===== config.mk =====
export PLATFORM = sky130hd
export DESIGN_NAME = trb_mem_sequencer
export DESIGN_NICKNAME = d
export VERILOG_FILES = /design/src/rtl/dtb_pkg.sv /design/src/rtl/trb_ring_ptr.sv /design/src/rtl/trb_mem_sequencer.sv
export SDC_FILE = /design/constraint.sdc
export NUM_CORES = 1
export LEC_CHECK = 0
export ABC_AREA = 1
export BUFFER_PORTS_ARGS = -buffer_cell sky130_fd_sc_hd__buf_4
export CELL_PAD_IN_SITES_DETAIL_PLACEMENT = 1
export CELL_PAD_IN_SITES_GLOBAL_PLACEMENT = 1
export CORE_MARGIN = 2
export CORE_UTILIZATION = 29
export DETAILED_ROUTE_END_ITERATION = 6
export GPL_TIMING_DRIVEN = 0
export PLACE_DENSITY = 0.86
export SLEW_MARGIN = 10
export SYNTH_ARGS = -nofsm -noshare
export SYNTH_HDL_FRONTEND = slang
export SYNTH_SLANG_ARGS = --single-unit

===== constraint.sdc =====
create_clock -name FPGA_CLK_I -period 6.2 [get_ports FPGA_CLK_I]
set_input_delay 0.62 -clock FPGA_CLK_I [delete_from_list [all_inputs] [get_ports FPGA_CLK_I]]
set_output_delay 0.62 -clock FPGA_CLK_I [all_outputs]
set_load 0.02 [all_outputs]

===== src/rtl/dtb_pkg.sv =====
// Shared constants and the trace-mode state encoding for the Data Trace Buffer memory side.
package dtb_pkg;
  localparam int TRB_DEPTH      = 64;
  localparam int TRB_ADDR_BITS  = $clog2(TRB_DEPTH);
  localparam int TRB_DELAY_BITS = 8;
  localparam int TRB_WIDTH      = 32;

  typedef enum logic [1:0] {
    SEQ_IDLE,
    SEQ_ARMED,
    SEQ_DELAY,
    SEQ_DONE
  } seq_state_e;
endpackage


===== src/rtl/trb_ring_ptr.sv =====
// Ring-buffer pointer with clear/load/increment and a wrap pulse on the max->0 step.
module trb_ring_ptr #(
  parameter int W = 6
) (
  input  logic         i_clk,
  input  logic         i_rst_n,
  input  logic         i_clear,
  input  logic         i_load,
  input  logic [W-1:0] i_load_val,
  input  logic         i_inc,
  output logic [W-1:0] o_ptr,
  output logic         o_wrap
);
  logic [W-1:0] r_ptr;

  // clear beats load beats increment
  always_ff @(posedge i_clk or negedge i_rst_n) begin
    if (!i_rst_n)      r_ptr <= '0;
    else if (i_clear)  r_ptr <= '0;
    else if (i_load)   r_ptr <= i_load_val;
    else if (i_inc)    r_ptr <= r_ptr + W'(1);
  end

  assign o_ptr  = r_ptr;
  assign o_wrap = i_inc & (r_ptr == '1);
endmodule


===== src/rtl/trb_mem_sequencer.sv =====
// Memory-side controller of the trace buffer: trace-mode ring capture with post-trigger delay,
// or stream-mode host-fed FIFO serving Tracer load requests.
module trb_mem_sequencer
  import dtb_pkg::*;
#(
  parameter int DEPTH      = TRB_DEPTH,
  parameter int DELAY_BITS = TRB_DELAY_BITS
) (
  input  logic                     FPGA_CLK_I,
  input  logic                     RST_NI,
  input  logic                     EN_I,
  input  logic                     MODE_I,
  input  logic                     CLEAR_I,
  input  logic [DELAY_BITS-1:0]    DELAY_I,
  input  logic                     STORE_I,
  input  logic [TRB_WIDTH-1:0]     TRC_DATA_I,
  input  logic                     TRIG_I,
  input  logic                     REQ_I,
  output logic                     TRG_EVENT_O,
  output logic                     LOAD_O,
  output logic [TRB_WIDTH-1:0]     TRC_DATA_O,
  input  logic                     HOST_WE_I,
  input  logic [TRB_WIDTH-1:0]     HOST_DATA_I,
  input  logic                     HOST_RE_I,
  output logic [TRB_WIDTH-1:0]     HOST_DATA_O,
  output logic                     HOST_VALID_O,
  output logic [$clog2(DEPTH)-1:0] TRIG_ADDR_O,
  output logic                     FULL_O,
  output logic                     EMPTY_O,
  output logic                     DONE_O,
  output logic                     OVF_O,
  output logic                     MEM_WE_O,
  output logic [$clog2(DEPTH)-1:0] MEM_WADDR_O,
  output logic [TRB_WIDTH-1:0]     MEM_WDATA_O,
  output logic [$clog2(DEPTH)-1:0] MEM_RADDR_O,
  input  logic [TRB_WIDTH-1:0]     MEM_RDATA_I,
  output seq_state_e               DBG_STATE_O
);
  localparam int AW = $clog2(DEPTH);
  localparam int CW = AW + 1;

  seq_state_e    r_state, w_state_n;
  logic          r_mode_q;
  logic [AW-1:0] r_cnt;
  logic [AW-1:0] r_trig_addr;
  logic          r_wrapped;
  logic [CW-1:0] r_count;
  logic          r_pending;
  logic          r_ovf;
  logic          r_load;
  logic          r_host_valid;

  logic          w_restart, w_trace_act, w_stream_act;
  logic          w_trc_we, w_trig_hit, w_enter_done, w_host_rd;
  logic          w_full, w_empty, w_fifo_wr, w_fifo_rd;
  logic          w_wr_wrap, w_rd_wrap_unused;
  logic [AW-1:0] w_wr_ptr, w_rd_ptr, w_delay_clamp, w_rd_load_val;

  // A mode flip is seen as a mismatch against last cycle's mode and restarts everything.
  assign w_restart    = CLEAR_I | (MODE_I != r_mode_q);
  assign w_trace_act  = EN_I & ~MODE_I & ~w_restart;
  assign w_stream_act = EN_I &  MODE_I & ~w_restart;

  assign w_full        = (r_count == CW'(DEPTH));
  assign w_empty       = (r_count == '0);
  assign w_delay_clamp = (32'(DELAY_I) > 32'(DEPTH - 1)) ? AW'(DEPTH - 1) : AW'(DELAY_I);

  assign w_fifo_wr = w_stream_act & HOST_WE_I & ~w_full;
  assign w_fifo_rd = w_stream_act & r_pending & ~w_empty;

  always_ff @(posedge FPGA_CLK_I or negedge RST_NI) begin
    if (!RST_NI)        r_state <= SEQ_IDLE;
    else if (w_restart) r_state <= SEQ_IDLE;
    else                r_state <= w_state_n;
  end

  always_comb begin
    w_state_n    = r_state;
    w_trc_we     = 1'b0;
    w_trig_hit   = 1'b0;
    w_enter_done = 1'b0;
    w_host_rd    = 1'b0;
    if (w_trace_act) begin
      case (r_state)
        SEQ_IDLE:  w_state_n = SEQ_ARMED;
        SEQ_ARMED: begin
          if (STORE_I) begin
            w_trc_we = 1'b1;
            if (TRIG_I) begin
              w_trig_hit = 1'b1;
              if (w_delay_clamp == '0) begin
                w_state_n    = SEQ_DONE;
                w_enter_done = 1'b1;
              end else begin
                w_state_n = SEQ_DELAY;
              end
            end
          end
        end
        SEQ_DELAY: begin
          if (STORE_I) begin
            w_trc_we = 1'b1;
            // the store that would take cnt to zero is the last one written
            if (r_cnt == AW'(1)) begin
              w_state_n    = SEQ_DONE;
              w_enter_done = 1'b1;
            end
          end
        end
        SEQ_DONE:  w_host_rd = HOST_RE_I;
        default:   w_state_n = SEQ_IDLE;
      endcase
    end
  end

  // Oldest word sits at the post-store write pointer once the ring has wrapped.
  assign w_rd_load_val = (r_wrapped | w_wr_wrap) ? (w_wr_ptr + AW'(1)) : '0;

  trb_ring_ptr #(.W(AW)) u_wr_ptr (
    .i_clk      (FPGA_CLK_I),
    .i_rst_n    (RST_NI),
    .i_clear    (w_restart),
    .i_load     (1'b0),
    .i_load_val ('0),
    .i_inc      (w_trc_we | w_fifo_wr),
    .o_ptr      (w_wr_ptr),
    .o_wrap     (w_wr_wrap)
  );

  trb_ring_ptr #(.W(AW)) u_rd_ptr (
    .i_clk      (FPGA_CLK_I),
    .i_rst_n    (RST_NI),
    .i_clear    (w_restart),
    .i_load     (w_enter_done),
    .i_load_val (w_rd_load_val),
    .i_inc      (w_host_rd | w_fifo_rd),
    .o_ptr      (w_rd_ptr),
    .o_wrap     (w_rd_wrap_unused)
  );

  always_ff @(posedge FPGA_CLK_I or negedge RST_NI) begin
    if (!RST_NI) begin
      r_mode_q     <= 1'b0;
      r_cnt        <= '0;
      r_trig_addr  <= '0;
      r_wrapped    <= 1'b0;
      r_count      <= '0;
      r_pending    <= 1'b0;
      r_ovf        <= 1'b0;
      r_load       <= 1'b0;
      r_host_valid <= 1'b0;
    end else begin
      r_mode_q <= MODE_I;
      if (w_restart) begin
        r_cnt        <= '0;
        r_trig_addr  <= '0;
        r_wrapped    <= 1'b0;
        r_count      <= '0;
        r_pending    <= 1'b0;
        r_ovf        <= 1'b0;
        r_load       <= 1'b0;
        r_host_valid <= 1'b0;
      end else begin
        if (w_trig_hit) begin
          r_trig_addr <= w_wr_ptr;
          r_cnt       <= w_delay_clamp;
        end else if (w_trc_we && (r_state == SEQ_DELAY)) begin
          r_cnt <= r_cnt - AW'(1);
        end
        if (w_wr_wrap) r_wrapped <= 1'b1;
        if (w_fifo_wr && !w_fifo_rd)      r_count <= r_count + CW'(1);
        else if (w_fifo_rd && !w_fifo_wr) r_count <= r_count - CW'(1);
        if (w_fifo_rd)                    r_pending <= 1'b0;
        else if (w_stream_act && REQ_I)   r_pending <= 1'b1;
        if (w_stream_act && HOST_WE_I && w_full) r_ovf <= 1'b1;
        r_load       <= w_fifo_rd;
        r_host_valid <= w_host_rd;
      end
    end
  end

  // LOAD_O / HOST_VALID_O: single-cycle valid, no ready; data is the RAM read
  // port passed through during that cycle and zero otherwise.
  assign LOAD_O       = r_load;
  assign TRC_DATA_O   = r_load ? MEM_RDATA_I : '0;
  assign HOST_VALID_O = r_host_valid;
  assign HOST_DATA_O  = r_host_valid ? MEM_RDATA_I : '0;
  assign TRG_EVENT_O  = (r_state == SEQ_DONE);
  assign DONE_O       = (r_state == SEQ_DONE);
  assign TRIG_ADDR_O  = r_trig_addr;
  assign FULL_O       = r_mode_q & w_full;
  assign EMPTY_O      = ~r_mode_q | w_empty;
  assign OVF_O        = r_ovf;
  assign MEM_WE_O     = w_trc_we | w_fifo_wr;
  assign MEM_WADDR_O  = w_wr_ptr;
  assign MEM_WDATA_O  = w_trc_we ? TRC_DATA_I : (w_fifo_wr ? HOST_DATA_I : '0);
  assign MEM_RADDR_O  = w_rd_ptr;
  assign DBG_STATE_O  = r_state;
endmodule


==> impl_results.md <==
* Status: complete, no violations
* Post-CTS Setup Bufs at 0
* Syn Nets at 615
* CTS Root Cell: clkbuf_16
* Worst path cell trace: buf_4 -> inv_1 -> nand4_2 -> nor2_2 -> nand2_2 -> inv_2 -> buf_2 -> ha_1 -> inv_1 -> ha_1 -> a21oi_1 -> nand2_1 -> nand2_1 -> nand2_1 -> nand2_1 -> nand2_1 -> nand2_1 -> nand2_1 -> o22ai_1
* GPL Wtd Cong at approximately 0.85
* Placed insts at between 800 and 900
* Seq/Total Area, Yosys at between 20% and 30%
* Reg2reg path depth at 19
* Syn-to-layout area delta at 63.8%
* Maximum buffer depth of the clock tree at 2
* Syn Inst Count at 485
* Total power at 621 uW
* Setup tns final at 0 ns
* Die area at between 10000 and 15000 um2
* Cell variety after synth at 35
* Antenna violations before repair at 0
* Via count at 4119
* LEAKAGE at ~0.0034 uW
* Layout cells sized above 1 at 38.3%
* GRT Util Overall at approximately a quarter
* Fmax at between 0.3 and 0.4 GHz
* I/O Pins at roughly 240
* Number of global-route vias before repair at about 4300
* WHS at ~0.30 ns
* CP Capture Type: flip-flop
* HPWL Detailed at 12900 um
* CTS clk-pin slew, worst paths at ~0.060 ns
* Worst-case clock skew at 0.00794 ns
* CP Class: primary input to flip-flop
* Final WL at approximately 15000 um
* First-pass GRT wire length at 21700 um
* Cell row count at 38
* CP max-delay cell: ha_1
* Critical Path AT at between 3 and 4 ns
* R2r setup slk at 3.11 ns
* Cell mode on critical path: nand2_1
* Mapped Area at between 3000 and 4000 um2
* Cts bufs inserted at 5
* Core area at between 10000 and 15000 um2
* Setup crit end: r_count[5]
* Area after DPL at approximately 5200 um2
* PortBufs at 237
* Vias per std cell at 4.74
* Pwr dens at around 120 nW/um2
* Minimum clock period at slightly above 3 ns
* Synth warnings at 0
* Overflow after GRT at 0
* CTS tree: built
* Clk_lat worst skew at between 0.2 and 0.3 ns
* Layout Cells excl Fill at roughly 870
* Critical path required time at around 6.4 ns
* RR Endpoint: r_count[5]
* Final #Nets at ~860
* Crit path launch type: primary input
* DRC errors left at 0
* Final instance area at roughly 5400 um2
* Antenna Nets Post-Route at 0
* CP max stage delay at between 0.3 and 0.4 ns
* RR Startpoint: r_count[1]
* Peak supply drop at 107 uV
* Die width at roughly 110 um
* Initial Utilization at 30.0%
* Clock sink count at 39
* Period utilisation layout at 49.8%
* Synthesis-stage register bit count at 39
* RSZ-0062 raised after global routing: false
* Crit path from: CLEAR_I
* Die height at 110 um
* Max-Cap Viols at 0
* Max-slew violation count at 0
* Fin. Hold Viols at 0
* Initial drt markers at ~170
* HP Class: primary input to async pin
* H-tree Lvls at 2
* Finish-stage setup viols at 0
* Pre-antenna DRT Iters at 4
* Avg WL per Cell at 17.2 um
* Cts repair resizes at 0
* Relative slew margins at roughly 65%
* Avg Inst Size Synth at 6.77 um2
* Slew @ Worst Pin at 0.529 ns
* Largest net degree at the start of global routing at 40
* Crit-path max FO at 10
* Hold_buf cts at 0
* Antenna fix cells at 0
logic make-up (layout without fill, tap and decap cells):
kind of cell             Yosys count  count (layout)  share of synthesized area [%]
adder cells (fa/ha/maj)           16              16                           6.33
XOR/XNOR                          12              12                           3.20
AO/OA/AOI/OAI                     82              82                           17.5
AND/OR/NAND/NOR                  208             208                           27.7
buffers and inverters            128             372                           15.6
flip-flops                        39              39                           29.7
worst max-delay path: cells and delay by family:
family	cells	cell delay [ns]
buffers and inverters	5	0.78
and+or+nand+nor	10	0.89
adders and majority gates	2	0.66
AOI/OAI and AO/OA	2	0.35
per-layer routing:
layer,track usage (%),wire (um)
met1,27.9,5990
met3,6.11,1180
met2,41.5,7480
met5,0,0
met4,6.43,295
report_power, final:
group / internal, uW / switching [uW] / leakage (uW)
Clock: 147 / 105 / 0.0000696
Combinational: 59.7 / 50.8 / 0.00278
Sequential: 256 / 1.89 / 0.000542
worst min path at each step:
stage                           endpoint  slack (ns)  cells past startpoint
after global placement    TRIG_ADDR_O[0]        0.47                      2
after CTS                          OVF_O        0.33                      1
after detailed placement           OVF_O        0.49                      1
final                         r_count[3]        0.30                      1
after floorplan           DBG_STATE_O[0]        0.32                      0
after global routing          r_count[3]        0.36                      1
Yosys cell counts, drive strengths merged:
| master | instances | share of area [%] |
|---|---|---|
| xor2 | 10 | 2.7 |
| fa | 1 | 0.61 |
| nor3 | 1 | 0.15 |
| clkbuf | 6 | 0.69 |
| nor2 | 31 | 4.3 |
| ha | 15 | 5.7 |
| nand4 | 6 | 1.5 |
| a22o | 32 | 8.6 |
| nand3 | 19 | 2.9 |
| dfrtp | 39 | 30 |
| a21boi | 1 | 0.23 |
| a32o | 1 | 0.31 |
| o21ai | 24 | 3.8 |
| inv | 115 | 13 |
| nand3b | 2 | 0.46 |
| o22ai | 15 | 2.9 |
| xnor2 | 2 | 0.53 |
| nand2 | 149 | 18 |
| o31ai | 1 | 0.23 |
| a211oi | 1 | 0.23 |
| a21oi | 6 | 1.0 |
| o21a | 1 | 0.23 |
| buf | 7 | 1.7 |
registers in the layout, summed over array words and instances (netlist names):
name	cells
DBG_STATE_O	2
HOST_VALID_O	1
LOAD_O	1
OVF_O	1
TRIG_ADDR_O	6
r_cnt	6
r_count	7
r_mode_q	1
r_pending	1
r_wrapped	1
u_rd_ptr.o_ptr	6
u_wr_ptr.o_ptr	6
stage by stage:
step	utilization [%]	setup WS, ns
3_5_place_dp	47.9	2.81
3_3_place_gp	47.9	3.02
6_report	49.2	3.11
5_1_grt	49.2	2.85
2_1_floorplan	-	3.56
4_1_cts	49.2	3.08
layout by cell type (no fill, tap or decap), types with 15 or more instances in the layout:
| cell | netlist | layout |
|---|---|---|
| o21ai_0 | 20 | 20 |
| nor2_1 | 25 | 25 |
| a22o_1 | 30 | 30 |
| nand3_1 | 19 | 19 |
| nand2_1 | 142 | 142 |
| dfrtp_1 | 39 | 39 |
| ha_1 | 15 | 15 |
| o22ai_1 | 15 | 15 |
| buf_4 | 1 | 238 |
| inv_1 | 106 | 106 |
area by class of cell:
class	instances	area, um2
Fill cell	1436	5560
Multi-Input combinational cell	318	1800
Timing Repair Buffer	237	1780
Sequential cell	39	976
Inverter	115	432
Tap cell	140	175
Clock buffer	5	125
Buffer	13	78.8
Clock inverter	2	13.8
Note: power is estimated with default switching activity, not from simulation.
